**src/rtl/uart_rx_fifo.sv**
```systemverilog
// Receive byte FIFO behind the UART receiver: stores data plus error tag, registered read port, sticky overflow.
// Define UART_RX_FIFO_ERR_DROP_EN to discard errored bytes at the write port and tie rd_err low.
module uart_rx_fifo #(
  parameter int DEPTH       = 16,
  parameter int WIDTH       = 8,
  parameter int ALMOST_FULL = 12
) (
  input  logic                     clk,
  input  logic                     reset,
  input  logic                     wr_valid,
  input  logic [WIDTH-1:0]         wr_data,
  input  logic                     wr_err,
  input  logic                     rd_en,
  input  logic                     clear_ovf,
  output logic [WIDTH-1:0]         rd_data,
  output logic                     rd_err,
  output logic                     rd_valid,
  output logic                     empty,
  output logic                     full,
  output logic                     almost_full,
  output logic [$clog2(DEPTH):0]   count,
  output logic                     overflow
);

  localparam int AW = $clog2(DEPTH);
  localparam int CW = AW + 1;

  logic [WIDTH:0]   mem [DEPTH];
  logic [AW-1:0]    wr_ptr;
  logic [AW-1:0]    rd_ptr;
  logic             wr_req;
  logic             wr_acc;
  logic             wr_drop;
  logic             rd_acc;
  logic [WIDTH:0]   wr_word;

`ifdef UART_RX_FIFO_ERR_DROP_EN
  // Errored bytes never reach the storage, so they cannot drop or overflow.
  assign wr_req  = wr_valid & ~wr_err;
  assign wr_word = {1'b0, wr_data};
`else
  assign wr_req  = wr_valid;
  assign wr_word = {wr_err, wr_data};
`endif

  assign empty       = (count == '0);
  assign full        = (count == CW'(DEPTH));
  assign almost_full = (count >= CW'(ALMOST_FULL));

  assign rd_acc  = rd_en & ~empty;
  assign wr_acc  = wr_req & (~full | rd_acc);
  assign wr_drop = wr_req & full & ~rd_acc;

  always_ff @(posedge clk) begin
    if (wr_acc) mem[wr_ptr] <= wr_word;
  end

  always_ff @(posedge clk or negedge reset) begin
    if (!reset) begin
      wr_ptr <= '0;
      rd_ptr <= '0;
      count  <= '0;
    end else begin
      if (wr_acc) wr_ptr <= wr_ptr + 1'b1;
      if (rd_acc) rd_ptr <= rd_ptr + 1'b1;
      case ({wr_acc, rd_acc})
        2'b10:   count <= count + 1'b1;
        2'b01:   count <= count - 1'b1;
        default: count <= count;
      endcase
    end
  end

  // When full, a same-cycle write lands on the slot being read; the read sees the old word.
  always_ff @(posedge clk or negedge reset) begin
    if (!reset) begin
      rd_data  <= '0;
      rd_valid <= 1'b0;
    end else begin
      rd_valid <= rd_acc;
      if (rd_acc) rd_data <= mem[rd_ptr][WIDTH-1:0];
    end
  end

`ifdef UART_RX_FIFO_ERR_DROP_EN
  assign rd_err = 1'b0;
`else
  always_ff @(posedge clk or negedge reset) begin
    if (!reset)      rd_err <= 1'b0;
    else if (rd_acc) rd_err <= mem[rd_ptr][WIDTH];
  end
`endif

  always_ff @(posedge clk or negedge reset) begin
    if (!reset)         overflow <= 1'b0;
    else if (wr_drop)   overflow <= 1'b1;
    else if (clear_ovf) overflow <= 1'b0;
  end

endmodule

```
**config.mk**
```make
export PLATFORM = sky130hd
export DESIGN_NAME = uart_rx_fifo
export DESIGN_NICKNAME = d
export VERILOG_FILES = /design/src/rtl/uart_rx_fifo.sv
export SDC_FILE = /design/constraint.sdc
export NUM_CORES = 1
export LEC_CHECK = 0
export BUFFER_PORTS_ARGS = -buffer_cell sky130_fd_sc_hd__clkbuf_2
export CELL_PAD_IN_SITES_DETAIL_PLACEMENT = 1
export CELL_PAD_IN_SITES_GLOBAL_PLACEMENT = 1
export CORE_MARGIN = 8
export CORE_UTILIZATION = 50
export CTS_BUF_LIST = sky130_fd_sc_hd__clkbuf_16
export DETAILED_ROUTE_END_ITERATION = 12
export GPL_TIMING_DRIVEN = 0
export HOLD_SLACK_MARGIN = 0.03
export PLACE_DENSITY = 0.76
export SLEW_MARGIN = 10
export SYNTH_ARGS = -nofsm -noshare
export SYNTH_HDL_FRONTEND = slang
export SYNTH_SLANG_ARGS = --single-unit
```
**constraint.sdc**
```tcl
create_clock -name clk -period 3.2 [get_ports clk]
set_input_delay 0.32 -clock clk [delete_from_list [all_inputs] [get_ports clk]]
set_output_delay 0.32 -clock clk [all_outputs]
set_load 0.005 [all_outputs]
```
==> results.sh <==
export IMPL_worstPathMaxFanout=6
export IMPL_antenna_found_initial=0
export IMPL_ys_ff_latch=168
export IMPL_start_util_pct=51.05
export IMPL_coreArea_mm2=0.01319
export IMPL_reg2reg_depth=9
export IMPL_end_kind="flip-flop"
export IMPL_firstDrtPassIters=4
export IMPL_fin_nets=424
export IMPL_worstPathRequired_ns=3.54
export IMPL_cts_root_buffer="clkbuf_16"
export IMPL_power_w=0.006950
export IMPL_hold_worst_slack_ns=0.06661
export IMPL_gr_total_overflow=0
export IMPL_relSlewSlack_pct=13.20
export IMPL_post_route_util_pct=58.87
export IMPL_path_clk_slew_ns=0.07
export IMPL_ios=33
export IMPL_diodes=0
export IMPL_globalplace_congestion=0.7329
export IMPL_critPathArrivalTime_ns=3.14
export IMPL_cts_resized=0
export IMPL_pre_cts_slack_ns=0.4414
export IMPL_period_needed_ns=2.798
export IMPL_period_share_pct=87.44
export IMPL_regToRegStartpoint="count[0]"
export IMPL_synth_cells=344
export IMPL_num_vias=3493
export IMPL_crit_path_start="count[0]"
export IMPL_drv_cap=0
export IMPL_worst_path_max_delay_cell="or4_4"
export IMPL_hold_class="input pin to flip-flop"
export IMPL_drive_gt1_share_pct=30.92
export IMPL_grt_max_degree=25
export IMPL_p_per_area_mw_per_mm2=895.0
export IMPL_routed_wirelength_um=15760
export IMPL_viasPerCell=5.920
export IMPL_die_area_mm2=0.01744
export IMPL_num_rows=42
export IMPL_synth_nets=367
export IMPL_dr_first_iter_drc_count=334
export IMPL_tightest_slew_ns=1.297
export IMPL_grt_pass1_wl_um=23850
export IMPL_ys_flop_type="edfxtp_1"
export IMPL_setup_viol=0
export IMPL_dpl_hpwl_um=9902
export IMPL_min_path_cells=2
export IMPL_cts_max_level=4
export IMPL_start_kind="flip-flop"
export IMPL_grt_pass1_vias=3775
export IMPL_clk_latency_ns=0.43
export IMPL_avgSynthCellArea_um2=19.58
export IMPL_synthToLayoutAreaGrowth_pct=15.31
export IMPL_drc=0
export IMPL_async_reset_ff_share_pct=14.29
export IMPL_numPortBuffers=31
export IMPL_r2r_slack_ns=0.40
export IMPL_cts_tree="yes"
export IMPL_power_leakage_nw=2.714
export IMPL_status="completed"
export IMPL_hold_viol=0
export IMPL_cts_sinks=168
export IMPL_cp_slowest_stage_delay_ns=0.58
export IMPL_max_freq_mhz=357.4
export IMPL_synth_distinct_cells=41
export IMPL_vdd_drop_max_mv=0.3950
export IMPL_die_height_um=132.1
export IMPL_min_delay_start="clear_ovf"
export IMPL_cts_buffer_depth=2
export IMPL_synth_edf_count=144
export IMPL_fin_cells=590
export IMPL_worstSetupPathType="flip-flop to flip-flop"
export IMPL_antenna_left=0
export IMPL_ys_seq_area_share_pct=73.13
export IMPL_grt_use_total_pct=19.10
export IMPL_cts_buffers_inserted=17
export IMPL_dp_cells=557
export IMPL_die_width_um=132.1
export IMPL_ys_warn_count=0
export IMPL_report_final_slew_viol_count=0
export IMPL_rsz0062_at_grt="false"
export IMPL_cp_cell_sequence="or4_4, o21ai_4, nor2_2, ha_1, nor2b_1, o21ai_0, nand2_1, o32a_1, o211ai_1"
export IMPL_syn_area_mm2=0.006734
export IMPL_skew_ns=0.01048
export IMPL_setup_ws_ns=0.4019
export IMPL_wire_per_inst_um=26.71
worst paths after layout:
path / end
max: count[4]
min: overflow
max reg2reg: count[4]
min reg2reg: rd_err
max in group asynchronous: rd_data[6]
min in group asynchronous: count[4]
cells in the final DEF, fill, tap and decap left out, types with 8 or more instances in the layout:
cell type / count
edfxtp_1: 144
mux4_2: 36
clkbuf_2: 32
dfrtp_1: 24
mux2i_1: 18
nand2_1: 17
clkbuf_16: 17
inv_1: 14
xnor2_1: 9
o221ai_1: 9
and2_1: 8
ha_1: 8
flip-flops by register name, summed over array words and instances, names as in the netlist:
signal and count:
rd_data 8, mem 144, rd_err 1, rd_valid 1
wr_ptr 4, rd_ptr 4, count 5, overflow 1
report_power, final:
| group | leakage (nW) | internal (W) | switching [W] |
|---|---|---|---|
| clock | 0.283 | 0.00105 | 0.000950 |
| sequential | 1.59 | 0.00271 | 0.000205 |
| combinational | 0.842 | 0.000919 | 0.00112 |
critical path: cells and delay by family, from the launching register on:
family	cells	cell delay, ns
adders and majority gates	1	0.34
DFF	1	0.44
and+or+nand+nor	4	1.00
AOI/OAI and AO/OA	4	0.95
layout make-up:
| class | instances | area, um2 |
|---|---|---|
| fill | 1156 | 5425 |
| sequential | 168 | 4925 |
| multi-input combinational | 147 | 1712 |
| clock buffer | 17 | 425.4 |
| tap | 176 | 220.2 |
| timing repair buffer | 38 | 207.7 |
| clock inverter | 15 | 150.1 |
| buffer | 15 | 72.57 |
| inverter | 14 | 52.55 |
stage by stage:
step                      TNS (ns)  area, um2
after floorplan                  0       6734
after global placement      -1.450       7109
after detailed placement         0       7177
after CTS                        0       7762
after global routing             0       7765
final                            0       7765
what timing repair did:
item	4_1_cts	5_1_grt
endpoints found under the hold margin	24	0
hold buffers	1	0
buffers inserted	0	0
layer usage:
metal  routed length (um)  vias to the layer above  track usage [%]
li1                     -                     1503                -
met4                  168                        0            6.637
met2                 8293                       96            32.24
met1                 6573                     1878            23.82
met5                    0                        -                0
met3                  720                       16            4.230
cells in the mapped netlist (2+ instances only):
master | number | area, um2
edfxtp_1 | 144 | 4324
mux4_2 | 36 | 810.8
dfrtp_1 | 24 | 600.6
mux2i_1 | 18 | 180.2
nand2_1 | 17 | 63.81
inv_1 | 14 | 52.55
o221ai_1 | 9 | 78.83
xnor2_1 | 9 | 78.83
and2_1 | 8 | 50.05
ha_1 | 8 | 100.1
buf_2 | 6 | 30.03
nor2_1 | 5 | 18.77
nor4_1 | 5 | 31.28
clkbuf_1 | 4 | 15.01
a21o_1 | 3 | 22.52
buf_1 | 2 | 7.510
buf_4 | 2 | 15.01
mux2_2 | 2 | 22.52
nand3_1 | 2 | 10.01
nand4_1 | 2 | 12.51
nor2b_1 | 2 | 12.51
nor3b_1 | 2 | 15.01
o21ai_0 | 2 | 10.01
kinds of logic (layout without fill, tap and decap cells):
logic type | count (synthesis) | count (layout) | synth area share (%)
flip-flops | 168 | 168 | 73.13
multiplexers | 56 | 56 | 15.05
XOR/XNOR | 9 | 9 | 1.171
AO/OA/AOI/OAI | 25 | 25 | 3.215
adder cells (fa/ha/maj) | 9 | 9 | 1.784
AND/OR/NAND/NOR | 48 | 48 | 3.790
buffers and inverters | 29 | 99 | 1.858
Note: power is estimated with default switching activity, not from simulation.
